### src/rtl/ex_mem_flag_stage.sv
// ex_mem_flag_stage - EX->MEM pipeline register with N/Z/V flag register and branch condition evaluation.
// Optional feature macro: EX_FLAG_BYPASS_EN (branch evaluation sees this cycle's flag update).
module ex_mem_flag_stage #(
    parameter int DATA_W = 16,
    parameter int REG_AW = 4
) (
    input  logic              clk,
    input  logic              rst,
    input  logic              ex_valid,
    input  logic [3:0]        ex_opcode,
    input  logic [DATA_W-1:0] ex_result,
    input  logic              ex_ovfl,
    input  logic [DATA_W-1:0] ex_store_dat,
    input  logic [REG_AW-1:0] ex_rd,
    input  logic              ex_reg_we,
    input  logic              ex_mem_re,
    input  logic              ex_mem_we,
    input  logic              stall,
    input  logic              flush,
    input  logic [2:0]        br_ccc,
    output logic              mem_valid,
    output logic [DATA_W-1:0] mem_result,
    output logic [DATA_W-1:0] mem_store_dat,
    output logic [REG_AW-1:0] mem_rd,
    output logic              mem_reg_we,
    output logic              mem_mem_re,
    output logic              mem_mem_we,
    output logic              flag_n,
    output logic              flag_z,
    output logic              flag_v,
    output logic              br_taken
);

    localparam logic [3:0] OP_ADD = 4'b0000;
    localparam logic [3:0] OP_SUB = 4'b0001;
    localparam logic [3:0] OP_XOR = 4'b0010;
    localparam logic [3:0] OP_SLL = 4'b0100;
    localparam logic [3:0] OP_SRA = 4'b0101;
    localparam logic [3:0] OP_ROR = 4'b0110;

    logic              valid_q, reg_we_q, mem_re_q, mem_we_q;
    logic [DATA_W-1:0] result_q, store_dat_q;
    logic [REG_AW-1:0] rd_q;
    logic              n_q, z_q, v_q;
    logic              n_d, z_d, v_d;
    logic              fire;
    logic              bn, bz, bv;

    assign fire = ex_valid & ~stall & ~flush;

    always_comb begin
        n_d = n_q;
        z_d = z_q;
        v_d = v_q;
        if (fire) begin
            unique case (ex_opcode)
                OP_ADD, OP_SUB: begin
                    n_d = ex_result[DATA_W-1];
                    z_d = (ex_result == '0);
                    v_d = ex_ovfl;
                end
                OP_XOR, OP_SLL, OP_SRA, OP_ROR: z_d = (ex_result == '0);
                default: ;
            endcase
        end
    end

    always_ff @(posedge clk) begin
        if (rst) begin
            valid_q     <= 1'b0;
            reg_we_q    <= 1'b0;
            mem_re_q    <= 1'b0;
            mem_we_q    <= 1'b0;
            result_q    <= '0;
            store_dat_q <= '0;
            rd_q        <= '0;
            n_q         <= 1'b0;
            z_q         <= 1'b0;
            v_q         <= 1'b0;
        end else if (!stall) begin
            valid_q  <= ex_valid & ~flush;
            reg_we_q <= ex_reg_we & ~flush;
            mem_re_q <= ex_mem_re & ~flush;
            mem_we_q <= ex_mem_we & ~flush;
            // A flushed bubble leaves the data fields untouched.
            if (!flush) begin
                result_q    <= ex_result;
                store_dat_q <= ex_store_dat;
                rd_q        <= ex_rd;
            end
            n_q <= n_d;
            z_q <= z_d;
            v_q <= v_d;
        end
    end

`ifdef EX_FLAG_BYPASS_EN
    assign bn = n_d;
    assign bz = z_d;
    assign bv = v_d;
`else
    assign bn = n_q;
    assign bz = z_q;
    assign bv = v_q;
`endif

    always_comb begin
        br_taken = 1'b0;
        unique case (br_ccc)
            3'b000: br_taken = ~bz;
            3'b001: br_taken = bz;
            3'b010: br_taken = ~bz & ~bn;
            3'b011: br_taken = bn;
            3'b100: br_taken = bz | (~bz & ~bn);
            3'b101: br_taken = bn | bz;
            3'b110: br_taken = bv;
            3'b111: br_taken = 1'b1;
            default: br_taken = 1'b0;
        endcase
    end

    assign mem_valid     = valid_q;
    assign mem_result    = result_q;
    assign mem_store_dat = store_dat_q;
    assign mem_rd        = rd_q;
    assign mem_reg_we    = reg_we_q;
    assign mem_mem_re    = mem_re_q;
    assign mem_mem_we    = mem_we_q;
    assign flag_n        = n_q;
    assign flag_z        = z_q;
    assign flag_v        = v_q;

endmodule
### config.mk
export PLATFORM = sky130hd
export DESIGN_NAME = ex_mem_flag_stage
export DESIGN_NICKNAME = d
export VERILOG_FILES = /design/src/rtl/ex_mem_flag_stage.sv
export SDC_FILE = /design/constraint.sdc
export NUM_CORES = 1
export LEC_CHECK = 0
export CELL_PAD_IN_SITES_DETAIL_PLACEMENT = 2
export CELL_PAD_IN_SITES_GLOBAL_PLACEMENT = 2
export CORE_MARGIN = 4
export CORE_UTILIZATION = 17
export DETAILED_ROUTE_END_ITERATION = 10
export PLACE_DENSITY_LB_ADDON = 0.2
export SYNTH_ARGS = -nofsm -noshare
export SYNTH_HDL_FRONTEND = slang
export SYNTH_SLANG_ARGS = --single-unit
### constraint.sdc
create_clock -name clk -period 1.3 [get_ports clk]
set_clock_uncertainty 0.05 [all_clocks]
set_input_delay 0.325 -clock clk [delete_from_list [all_inputs] [get_ports clk]]
set_output_delay 0.325 -clock clk [all_outputs]
set_load 0.01 [all_outputs]
==> results of run 1 <==
[cell usage after synthesis]
cell type / instances / share of area, %
sky130_fd_sc_hd__or2_2: 1 / 0.39
sky130_fd_sc_hd__o21ai_1: 1 / 0.31
sky130_fd_sc_hd__nor3b_1: 1 / 0.47
sky130_fd_sc_hd__nor4_1: 2 / 0.78
sky130_fd_sc_hd__nand4b_1: 2 / 1.1
sky130_fd_sc_hd__nor2_2: 1 / 0.39
sky130_fd_sc_hd__buf_2: 6 / 1.9
sky130_fd_sc_hd__dfxtp_1: 43 / 54
sky130_fd_sc_hd__o21ai_0: 1 / 0.31
sky130_fd_sc_hd__nor2_1: 8 / 1.9
sky130_fd_sc_hd__nand3_1: 1 / 0.31
sky130_fd_sc_hd__nand2_1: 75 / 18
sky130_fd_sc_hd__o21a_1: 1 / 0.47
sky130_fd_sc_hd__nand3b_1: 1 / 0.47
sky130_fd_sc_hd__clkbuf_1: 7 / 1.6
sky130_fd_sc_hd__a21oi_1: 39 / 12
sky130_fd_sc_hd__mux2i_1: 4 / 2.5
sky130_fd_sc_hd__nor3_1: 1 / 0.31
sky130_fd_sc_hd__nand2b_1: 1 / 0.39
sky130_fd_sc_hd__inv_1: 1 / 0.23
sky130_fd_sc_hd__a22oi_1: 3 / 1.4
sky130_fd_sc_hd__nor4b_1: 1 / 0.55
sky130_fd_sc_hd__or4_1: 2 / 0.94
[power by group through the flow]
stage	clock network, uW	registers [uW]	logic [uW]
2_1_floorplan	0	1460	133
5_1_grt	1220	1410	520
6_report	1110	1400	468
3_5_place_dp	0	1430	530
3_3_place_gp	0	1430	521
4_1_cts	1160	1400	492
[layout make-up]
class	count	area [um2]
fillers	1069	6360
repair buffers	114	995
flip-flops and latches	43	868
multi-input cells	146	709
well taps	111	139
clock buffers	6	82.6
clock inverters	2	35.0
inverters	1	3.75
[kinds of logic after synthesis]
kind of cell    after synthesis  share of synthesized area [%]
buf+inv                      14                           3.74
compound gates               45                           14.7
mux                           4                           2.49
simple gates                 97                           25.5
flops                        43                           53.6
[cell usage in the layout, fill, tap and decap left out, types with 2 or more instances in the layout]
| master | n |
|---|---|
| sky130_fd_sc_hd__nand2_1 | 74 |
| sky130_fd_sc_hd__a21oi_1 | 39 |
| sky130_fd_sc_hd__dfxtp_1 | 39 |
| sky130_fd_sc_hd__clkdlybuf4s50_1 | 37 |
| sky130_fd_sc_hd__clkbuf_2 | 24 |
| sky130_fd_sc_hd__clkdlybuf4s15_1 | 17 |
| sky130_fd_sc_hd__buf_4 | 14 |
| sky130_fd_sc_hd__nor2_1 | 8 |
| sky130_fd_sc_hd__clkbuf_8 | 6 |
| sky130_fd_sc_hd__dlygate4sd2_1 | 6 |
| sky130_fd_sc_hd__buf_6 | 6 |
| sky130_fd_sc_hd__buf_2 | 5 |
| sky130_fd_sc_hd__mux2i_1 | 4 |
| sky130_fd_sc_hd__a22oi_1 | 3 |
| sky130_fd_sc_hd__dfxtp_2 | 3 |
| sky130_fd_sc_hd__buf_12 | 3 |
| sky130_fd_sc_hd__nand4b_1 | 2 |
| sky130_fd_sc_hd__nor4_1 | 2 |
| sky130_fd_sc_hd__or4_4 | 2 |
[through the flow]
stage | cell area (um2) | setup WS (ns) | utilization, % | power (uW) | std cells
2_1_floorplan | 1610 | -0.130 | - | 1590 | 203
3_3_place_gp | 2780 | -0.878 | 30.2 | 1950 | 410
3_5_place_dp | 2780 | -0.960 | 30.2 | 1960 | 410
4_1_cts | 2910 | -0.365 | 31.6 | 3050 | 422
5_1_grt | 2830 | -0.438 | 30.8 | 3140 | 423
6_report | 2830 | -0.337 | 30.8 | 2970 | 423
[metal layers]
metal	share of wire, %	up-vias	GRT usage (%)
met5	0	-	0
met2	46	68	20.0
met3	8.4	4	5.19
li1	-	883	-
met4	0.77	0	3.09
met1	45	865	14.1
[critical path, cell delays in order (launching register included)]
cell and delay, ns:
sky130_fd_sc_hd__dfxtp_4 0.37, sky130_fd_sc_hd__nand2_2 0.06, sky130_fd_sc_hd__mux2i_1 0.17, sky130_fd_sc_hd__a21oi_1 0.07, sky130_fd_sc_hd__o21a_1 0.17, sky130_fd_sc_hd__buf_2 0.13
[repair_timing]
| action | in CTS | in global routing |
|---|---|---|
| resized for setup | 114 | 51 |
| pin swaps | 5 | 6 |
| endpoints found under the setup margin | 83 | 42 |
| hold buffers | 0 | 0 |
| buffers inserted | 4 | 1 |
[how the worst min path moves through the flow]
stage	from	end	slack, ns	depth (start not counted)
after floorplan	ex_rd[0]	mem_rd[0]$_SDFFE_PP0P_	0.41	2
after global placement	mem_store_dat[1]$_SDFFE_PP0P_	mem_store_dat[1]$_SDFFE_PP0P_	0.39	2
after detailed placement	mem_store_dat[0]$_SDFFE_PP0P_	mem_store_dat[0]$_SDFFE_PP0P_	0.40	2
after CTS	ex_result[13]	mem_result[13]$_SDFFE_PP0P_	0.20	3
after global routing	ex_result[0]	mem_result[0]$_SDFFE_PP0P_	0.21	3
final	ex_result[13]	mem_result[13]$_SDFFE_PP0P_	0.22	3
==> insert_results.sql, run 1 <==
INSERT INTO impl_metrics (metric_group, metric, value, unit) VALUES
('job', 'drv.max_cap_violation_count', '0', ''),
('worst_setup_path', 'launch_point_of_the_critical_path', 'flag_n$_SDFFE_PP0P_', ''),
('clock_network', 'cts_root_buf', 'sky130_fd_sc_hd__clkbuf_8', ''),
('sta', 'final_max_slew_viol_count', '0', ''),
('worst_setup_path', 'worst-path-max-fanout', '5', ''),
('power_and_ir_drop', 'internal_power', '2250', 'uW'),
('global_route', 'antenna_found_initial', '0', ''),
('drt', 'vias', '1820', ''),
('clock_network', 'cts_made_buffers', '5', ''),
('die', 'rows', '35', ''),
('clock_network', 'clk_sinks', '43', ''),
('worst_setup_path', 'critical_path_class', 'flop to output port', ''),
('placement', 'globalplace.congestion', '0.689', ''),
('power_and_ir_drop', 'power.share.clock', '37.2', '%'),
('worst_setup_path', 'setup.worst_path.end', 'br_taken', ''),
('die', 'coreArea', '9200', 'um2'),
('sta', 'worstMarginPinSlew', '0.312', 'ns'),
('clock_network', 'clkSlewWorstSetupHoldPaths', '0.09', 'ns'),
('global_route', 'grt_first_pass_wirelength', '10.6', 'mm'),
('sta', 'worst_slew_margin', '79.0', '%'),
('drt', 'finalWirelength', '6.33', 'mm'),
('global_route', 'globalRouteTotalUtil', '12.0', '%'),
('global_route', 'grt_overflow_total', '0', ''),
('drt', 'drt_drc_violations_left', '0', ''),
('power_and_ir_drop', 'power_frac_seq', '47.0', '%'),
('drt', 'drtPass1Iterations', '4', ''),
('cells_and_area', 'number_of_nets_in_the_layout', '363', ''),
('power_and_ir_drop', 'switching_share', '24.3', '%'),
('worst_setup_path', 'rrSetupSlack', '0.45', 'ns'),
('yosys', 'netlist-cell-type-count', '23', ''),
('placement', 'portBuffers', '95', ''),
('drt', 'detail_route.iter0.violations', '38', ''),
('power_and_ir_drop', 'peakVddDrop', '0.000430', 'V'),
('yosys', 'syn_nets', '255', ''),
('clock_network', 'clock_path_buffers', '2', ''),
('worst_setup_path', 'ff2ff_path_depth', '4', ''),
('worst_setup_path', 'cp_data_required_time', '0.93', 'ns'),
('die', 'die_area', '11100', 'um2'),
('worst_setup_path', 'timing.critical_path.arrival', '1.26', 'ns'),
('yosys', 'count_of_state_elements_after_synthesis', '43', ''),
('run_status', 'violations', 'negative setup slack', ''),
('die', 'start_util', '17.5', '%'),
('power_and_ir_drop', 'power.switching', '722', 'uW'),
('drt', 'detail_route.wl_per_cell', '15.0', 'um'),
('cells_and_area', 'area_growth_syn_to_layout', '76.5', '%'),
('sta', 'rsz_0062_raised_after_global_routing', 'yes', ''),
('yosys', 'yosys_synthesis_warning_count', '0', ''),
('power_and_ir_drop', 'combPwrFrac', '15.7', '%'),
('clock_network', 'cts_tree', 'built', ''),
('sta', 'setup_total_negative_slack', '-0.421', 'ns'),
('worst_setup_path', 'critical_path_launch_point_type', 'flop', ''),
('global_route', 'pin_count_of_the_biggest_net_entering_global_routing', '37', ''),
('clock_network', 'clock_insertion_delay_worst_skew', '0.29', 'ns'),
('cells_and_area', 'post_route_cells_drive_above_1_share', '23.1', '%'),
('sta', 'hold_violations', '0', ''),
('yosys', 'syn_avg_cell_area', '7.91', 'um2'),
('yosys', 'synth_cells', '203', ''),
('die', 'fp.dieW', '105', 'um'),
('yosys', 'yosysSeqAreaShare', '53.6', '%'),
('yosys', 'post_synth_instance_area', '1610', 'um2'),
('sta', 'final.period_utilization', '126', '%'),
('drt', 'avgViaCountPerCell', '4.30', ''),
('cells_and_area', 'antenna-diode-count', '0', ''),
('sta', 'final.min_clock_period', '1.64', 'ns'),
('worst_setup_path', 'regToRegStartpoint', 'flag_z$_SDFFE_PP0P_', ''),
('worst_setup_path', 'capturing_element_type_of_the_critical_path', 'output port', ''),
('die', 'boundaryPins', '96', ''),
('die', 'die_h', '105', 'um'),
('clock_network', 'cts-htree-levels', '2', ''),
('sta', 'fmax', '611', 'MHz'),
('sta', 'post_route_setup_slack', '-0.337', 'ns'),
('sta', 'holdWs', '0.220', 'ns'),
('power_and_ir_drop', 'power.density_cell_area', '1050', 'nW/um2'),
('run_status', 'run_status', 'finished, violations left', ''),
('worst_setup_path', 'crit-reg2reg-capture', 'flag_z$_SDFFE_PP0P_', ''),
('hold_path', 'holdCritPathClass', 'primary input to flop', ''),
('sta', 'setup-violations-final', '3', ''),
('placement', 'post-dp-hpwl', '4.64', 'mm'),
('drt', 'route.antenna.remaining_nets', '0', ''),
('power_and_ir_drop', 'total_leakage_power', '0.00117', 'uW'),
('global_route', 'vias_in_the_first_global_route', '2065', '');
No activity file was read; power rests on OpenSTA's default activity.
==> run 2: changes to the inputs <==
GPL_TIMING_DRIVEN = 0   (was not set)
==> run 2 against run 1 <==
  * The run still ends with negative setup slack left
  * Sequential power barely moved
  * Wire length shrank 2.2%
  * Fmax fell by 0.97%
  * Utilization fell by 1.5 points
  * Design area shrank 4.8%
  * Register-to-register slack gained 0.08 ns
  * Flip-flop and latch count stayed put
  * Largest cell class unchanged
==> insert_results.sql, run 2 (same netlist as run 1, synthesis figures left out) <==
INSERT INTO impl_metrics (metric_group, metric, value, unit) VALUES
('power_and_ir_drop', 'power.density_cell_area', '994', 'nW/um2'),
('drt', 'detail_route.iter0.violations', '17', ''),
('clock_network', 'clock_path_buffers', '2', ''),
('die', 'rows', '35', ''),
('power_and_ir_drop', 'internal_power', '1980', 'uW'),
('die', 'coreArea', '9200', 'um2'),
('clock_network', 'cts-htree-levels', '2', ''),
('drt', 'avgViaCountPerCell', '4.30', ''),
('worst_setup_path', 'critical_path_class', 'flop to output port', ''),
('job', 'drv.max_cap_violation_count', '0', ''),
('cells_and_area', 'final_common_cell', 'sky130_fd_sc_hd__nand2_1', ''),
('power_and_ir_drop', 'peakVddDrop', '0.000413', 'V'),
('power_and_ir_drop', 'total_leakage_power', '0.00110', 'uW'),
('cells_and_area', 'number_of_nets_in_the_layout', '358', ''),
('power_and_ir_drop', 'power.share.clock', '31.2', '%'),
('sta', 'final_max_slew_viol_count', '0', ''),
('clock_network', 'clkSlewWorstSetupHoldPaths', '0.08', 'ns'),
('clock_network', 'clk_sinks', '43', ''),
('drt', 'finalWirelength', '6.19', 'mm'),
('sta', 'final.period_utilization', '127', '%'),
('power_and_ir_drop', 'power_frac_seq', '52.1', '%'),
('drt', 'route.antenna.remaining_nets', '0', ''),
('clock_network', 'cts_root_buf', 'sky130_fd_sc_hd__clkbuf_8', ''),
('power_and_ir_drop', 'switching_share', '26.0', '%'),
('run_status', 'violations', 'negative setup slack', ''),
('global_route', 'pin_count_of_the_biggest_net_entering_global_routing', '13', ''),
('die', 'die_h', '105', 'um'),
('placement', 'portBuffers', '94', ''),
('drt', 'vias', '1797', ''),
('die', 'die_area', '11100', 'um2'),
('cells_and_area', 'post_route_cells_drive_above_1_share', '18.6', '%'),
('sta', 'post_route_setup_slack', '-0.353', 'ns'),
('sta', 'worstMarginPinSlew', '0.516', 'ns'),
('sta', 'hold_violations', '0', ''),
('placement', 'post-dp-hpwl', '4.74', 'mm'),
('global_route', 'vias_in_the_first_global_route', '1918', ''),
('hold_path', 'holdCritPathClass', 'primary input to flop', ''),
('placement', 'dp_worst_setup_slack', '-0.963', 'ns'),
('global_route', 'grt_first_pass_wirelength', '10.1', 'mm'),
('global_route', 'globalRouteTotalUtil', '11.4', '%'),
('cells_and_area', 'area_growth_syn_to_layout', '68.0', '%'),
('drt', 'detail_route.wl_per_cell', '14.8', 'um'),
('sta', 'final.min_clock_period', '1.65', 'ns'),
('placement', 'globalplace.congestion', '0.743', ''),
('sta', 'holdWs', '0.233', 'ns'),
('die', 'start_util', '17.5', '%'),
('clock_network', 'hold_buffers', '0', ''),
('run_status', 'run_status', 'finished, violations left', ''),
('clock_network', 'clock_insertion_delay_worst_skew', '0.28', 'ns'),
('sta', 'rsz_0062_raised_after_global_routing', 'yes', ''),
('cells_and_area', 'antenna-diode-count', '0', ''),
('power_and_ir_drop', 'power.switching', '697', 'uW'),
('power_and_ir_drop', 'combPwrFrac', '16.6', '%'),
('worst_setup_path', 'worst-path-max-fanout', '5', ''),
('die', 'boundaryPins', '96', ''),
('worst_setup_path', 'cp_data_required_time', '0.93', 'ns'),
('drt', 'drt_drc_violations_left', '0', ''),
('worst_setup_path', 'timing.critical_path.arrival', '1.28', 'ns'),
('power_and_ir_drop', 'power', '2680', 'uW'),
('drt', 'drtPass1Iterations', '4', ''),
('global_route', 'grt_overflow_total', '0', ''),
('cells_and_area', 'highest_count_cells_in_the_layout_ignoring_fill_and_taps', '74 x sky130_fd_sc_hd__nand2_1, 40 x sky130_fd_sc_hd__dfxtp_1, 39 x sky130_fd_sc_hd__a21oi_1', ''),
('die', 'fp.dieW', '105', 'um'),
('sta', 'setup-violations-final', '2', ''),
('clock_network', 'cts_tree', 'built', ''),
('sta', 'fmax', '605', 'MHz'),
('cells_and_area', 'nFillCells', '1065', ''),
('global_route', 'antenna_found_initial', '0', ''),
('sta', 'worst_slew_margin', '65.6', '%'),
('clock_network', 'cts_made_buffers', '5', ''),
('worst_setup_path', 'critical_path_launch_point_type', 'flop', ''),
('worst_setup_path', 'capturing_element_type_of_the_critical_path', 'output port', '');
-- run 2: changes by cell type in the layout (fill, tap and decap cells not counted), sizes merged --
cell,change
buf,-10
clkbuf,+4
dlygate4sd2,+3
bufinv,-1
clkdlybuf4s15,-1
-- run 2: final timing paths --
check | start | end | slack (ns) | cells past startpoint
min | ex_result[12] | mem_result[12]$_SDFFE_PP0P_ | 0.23 | 3
min reg2reg | mem_result[3]$_SDFFE_PP0P_ | mem_result[3]$_SDFFE_PP0P_ | 0.41 | 2
max reg2reg | flag_z$_SDFFE_PP0P_ | flag_z$_SDFFE_PP0P_ | 0.53 | 3
max | flag_n$_SDFFE_PP0P_ | br_taken | -0.35 | 5
-- run 2: per-layer routing --
| layer | track usage (%) | vias to the layer above | share of wire [%] |
|---|---|---|---|
| met5 | 0 | - | 0 |
| met4 | 2.53 | 0 | 0.45 |
| met3 | 5.13 | 3 | 9.6 |
| met2 | 18.3 | 70 | 46 |
| met1 | 14.1 | 853 | 44 |
| li1 | - | 871 | - |
-- run 2: layout make-up --
class	count	area, um2	share of cell area [%]
Buffer	10	48.8	1.81
Clock buffer	7	76.3	2.83
Clock inverter	1	5.00	0.186
Inverter	1	3.75	0.139
Multi-Input combinational cell	146	718	26.6
Sequential cell	43	867	32.2
Tap cell	111	139	5.15
Timing Repair Buffer	99	838	31.1
-- run 2: timing repair --
action,CTS,global route
pin swaps,7,7
setup endpoints to repair,86,50
buffers inserted,3,2
resized for setup,110,53
-- run 2: worst max-delay path, cell delays in order (launching register included) --
cell and delay [ns]:
sky130_fd_sc_hd__dfxtp_4 0.37, sky130_fd_sc_hd__nand2_2 0.07, sky130_fd_sc_hd__mux2i_1 0.18, sky130_fd_sc_hd__a21oi_1 0.07, sky130_fd_sc_hd__o21a_1 0.17, sky130_fd_sc_hd__buf_2 0.14
-- run 2: stage by stage --
stage          area [um2]  instances  TNS (ns)  util, %
3_5_place_dp         2690        408    -30.00     29.2
2_1_floorplan        1610        203    -0.130        -
5_1_grt              2700        418    -0.527     29.3
6_report             2700        418    -0.424     29.3
3_3_place_gp         2690        408    -28.51     29.2
4_1_cts              2750        417    -0.472     29.9
-- run 2: power groups by stage --
stage	registers, uW	logic, uW	clock network, uW
after global routing	1410	496	954
final	1400	446	838
after detailed placement	1430	500	0
after global placement	1430	495	0
after CTS	1400	465	897
after floorplan	1460	133	0
==> run 3: changes to the inputs <==
CORE_UTILIZATION = 19   (was 17)
clock period = 1.9 ns   (was 1.3 ns; I/O delays follow)
==> run 3 against run 2 <==
  * The flow now finishes without violations
  * Critical path depth unchanged
  * Largest power group unchanged
  * Largest cell class unchanged
  * Via count decreased by 2.4%
  * Setup slack improved by 0.45 ns
  * Sequential power decreased by 32%
  * Clock power decreased by 17%
  * Register-to-register slack improved by 0.64 ns
==> insert_results.sql, run 3 (same netlist as run 1, synthesis figures left out) <==
INSERT INTO impl_metrics (metric_group, metric, value, unit) VALUES
('worst_setup_path', 'family_with_the_most_delay_on_the_worst_path', 'flip-flops', ''),
('sta', 'final_max_slew_viol_count', '0', ''),
('global_route', 'globalRouteTotalUtil', '12.2', '%'),
('drt', 'detail_route.wl_per_cell', '14.6', 'um'),
('clock_network', 'clock_insertion_delay_worst_skew', '0.29', 'ns'),
('power_and_ir_drop', 'switching_share', '23.7', '%'),
('sta', 'hold_violations', '0', ''),
('run_status', 'run_status', 'finished clean', ''),
('worst_setup_path', 'ff2ff_path_depth', '2', ''),
('hold_path', 'holdCritPathClass', 'flop to flop', ''),
('hold_path', 'worstHoldPathCells', '2', ''),
('clock_network', 'cts_tree', 'built', ''),
('die', 'die_h', '99.9', 'um'),
('cells_and_area', 'stdcell_area', '2790', 'um2'),
('power_and_ir_drop', 'peakVddDrop', '0.000259', 'V'),
('sta', 'worstMarginPinSlew', '0.508', 'ns'),
('clock_network', 'cts_root_buf', 'sky130_fd_sc_hd__clkbuf_8', ''),
('drt', 'vias', '1753', ''),
('die', 'start_util', '19.5', '%'),
('global_route', 'pin_count_of_the_biggest_net_entering_global_routing', '13', ''),
('power_and_ir_drop', 'internal_power', '1510', 'uW'),
('drt', 'detail_route.iter0.violations', '18', ''),
('sta', 'rsz_0062_raised_after_global_routing', 'yes', ''),
('die', 'coreArea', '8220', 'um2'),
('cells_and_area', 'area_growth_syn_to_layout', '73.9', '%'),
('cells_and_area', 'number_of_nets_in_the_layout', '356', ''),
('power_and_ir_drop', 'total_leakage_power', '0.00101', 'uW'),
('power_and_ir_drop', 'combPwrFrac', '16.6', '%'),
('clock_network', 'clk_sinks', '43', ''),
('die', 'die_area', '9980', 'um2'),
('cells_and_area', 'highest_count_cells_in_the_layout_ignoring_fill_and_taps', '89 x sky130_fd_sc_hd__clkdlybuf4s50_1, 74 x sky130_fd_sc_hd__nand2_1, 41 x sky130_fd_sc_hd__dfxtp_1', ''),
('worst_setup_path', 'critPathMaxStageDelay', '0.37', 'ns'),
('global_route', 'vias_in_the_first_global_route', '1929', ''),
('die', 'rows', '33', ''),
('sta', 'final.period_utilization', '94.8', '%'),
('cells_and_area', 'fin_util', '34.0', '%'),
('clock_network', 'cts_setup_buffers', '0', ''),
('worst_setup_path', 'worst-path-buf-inv', '1', ''),
('worst_setup_path', 'critical_path_launch_point_type', 'flop', ''),
('global_route', 'grt_first_pass_wirelength', '9.61', 'mm'),
('placement', 'post-dp-hpwl', '4.61', 'mm'),
('sta', 'setup-violations-final', '0', ''),
('worst_setup_path', 'cp_num_cells', '5', ''),
('drt', 'route.antenna.remaining_nets', '0', ''),
('sta', 'worst_slew_margin', '66.1', '%'),
('die', 'boundaryPins', '96', ''),
('sta', 'fmax', '555', 'MHz'),
('worst_setup_path', 'critical_path_class', 'flop to output port', ''),
('worst_setup_path', 'crit_path_top_delay_cell', 'sky130_fd_sc_hd__dfxtp_4', ''),
('worst_setup_path', 'timing.critical_path.arrival', '1.28', 'ns'),
('drt', 'finalWirelength', '5.97', 'mm'),
('global_route', 'antenna_found_initial', '0', ''),
('worst_setup_path', 'worst-path-max-fanout', '6', ''),
('clock_network', 'cts-htree-levels', '2', ''),
('power_and_ir_drop', 'power.switching', '470', 'uW'),
('clock_network', 'clkSlewWorstSetupHoldPaths', '0.08', 'ns'),
('power_and_ir_drop', 'power.share.clock', '35.2', '%'),
('power_and_ir_drop', 'power_frac_seq', '48.2', '%'),
('placement', 'portBuffers', '94', ''),
('clock_network', 'hold_buffers', '0', ''),
('drt', 'avgViaCountPerCell', '4.29', ''),
('cells_and_area', 'antenna-diode-count', '0', ''),
('worst_setup_path', 'cp_data_required_time', '1.37', 'ns'),
('global_route', 'grt_overflow_total', '0', ''),
('drt', 'drtPass1Iterations', '4', ''),
('job', 'drv.max_cap_violation_count', '0', ''),
('clock_network', 'clock_path_buffers', '2', ''),
('worst_setup_path', 'capturing_element_type_of_the_critical_path', 'output port', ''),
('cells_and_area', 'post_route_cells_drive_above_1_share', '7.24', '%'),
('worst_setup_path', 'path_cells', 'nand2_2 -> mux2i_1 -> a21oi_1 -> o21a_1 -> buf_2', ''),
('clock_network', 'cts_made_buffers', '5', ''),
('power_and_ir_drop', 'power.density_cell_area', '711', 'nW/um2'),
('cells_and_area', 'final_common_cell', 'sky130_fd_sc_hd__clkdlybuf4s50_1', ''),
('sta', 'final.min_clock_period', '1.80', 'ns'),
('drt', 'drt_drc_violations_left', '0', ''),
('placement', 'globalplace.congestion', '0.678', ''),
('die', 'fp.dieW', '99.9', 'um'),
('placement', 'placedInstanceArea', '2680', 'um2');
[run 3: cell types whose count changed in the layout (fill, tap and decap cells not counted), sizes merged]
cell	change
buf	-12
bufinv	+1
clkdlybuf4s15	-17
dlygate4sd2	-8
clkdlybuf4s50	+52
clkinv	-1
clkbuf	-18
[run 3: path summary, 6_finish.rpt]
path | slack, ns | from | end
max reg2reg | 1.17 | flag_n$_SDFFE_PP0P_ | flag_n$_SDFFE_PP0P_
min reg2reg | 0.41 | mem_result[4]$_SDFFE_PP0P_ | mem_result[4]$_SDFFE_PP0P_
max | 0.1 | flag_n$_SDFFE_PP0P_ | br_taken
min | 0.41 | mem_result[4]$_SDFFE_PP0P_ | mem_result[4]$_SDFFE_PP0P_
[run 3: layout make-up]
cell class	instances	area (um2)
plain buffers	13	58.8
clock buffers	6	72.6
clock inverters	1	30.0
fillers	964	5430
inverters	1	3.75
multi-input cells	146	702
flip-flops and latches	43	866
well taps	105	131
repair buffers	94	927
[run 3: worst register-to-register path, delay by kind of cell, from the launching register on]
kind	cells	cell delay, ns
mux	1	0.13
flops	1	0.37
simple gates	1	0.05
[run 3: through the flow]
stage,total power [uW],std cells,hold WS [ns],TNS [ns],setup slack (ns)
2_1_floorplan,1090,203,0.431,0,0.320
3_3_place_gp,1310,402,0.391,-8.02,-0.615
3_5_place_dp,1320,402,0.399,-9.13,-0.655
4_1_cts,2040,409,0.411,0,0.00866
5_1_grt,2100,409,0.437,-0.0224,-0.0224
6_report,1980,409,0.406,0,0.0985
[run 3: power groups by stage]
stage / combinational [uW] / clock (uW) / sequential, uW
2_1_floorplan: 90.8 / 0 / 996
5_1_grt: 365 / 770 / 963
6_report: 329 / 698 / 956
4_1_cts: 339 / 740 / 959
3_3_place_gp: 335 / 0 / 978
3_5_place_dp: 339 / 0 / 980
[run 3: what timing repair did]
| item | 4_1_cts | 5_1_grt |
|---|---|---|
| pin swaps | 0 | 2 |
| resized for setup | 12 | 9 |
| setup endpoints to repair | 3 | 32 |
[run 3: routing by layer]
metal | track usage [%] | routed length [um] | vias to the layer above | share of wire [%]
li1 | - | - | 870 | -
met1 | 14.2 | 2520 | 809 | 42
met2 | 20.4 | 2740 | 68 | 46
met3 | 5.63 | 652 | 6 | 11
met4 | 3.15 | 65 | 0 | 1.1
met5 | 0 | 0 | - | 0
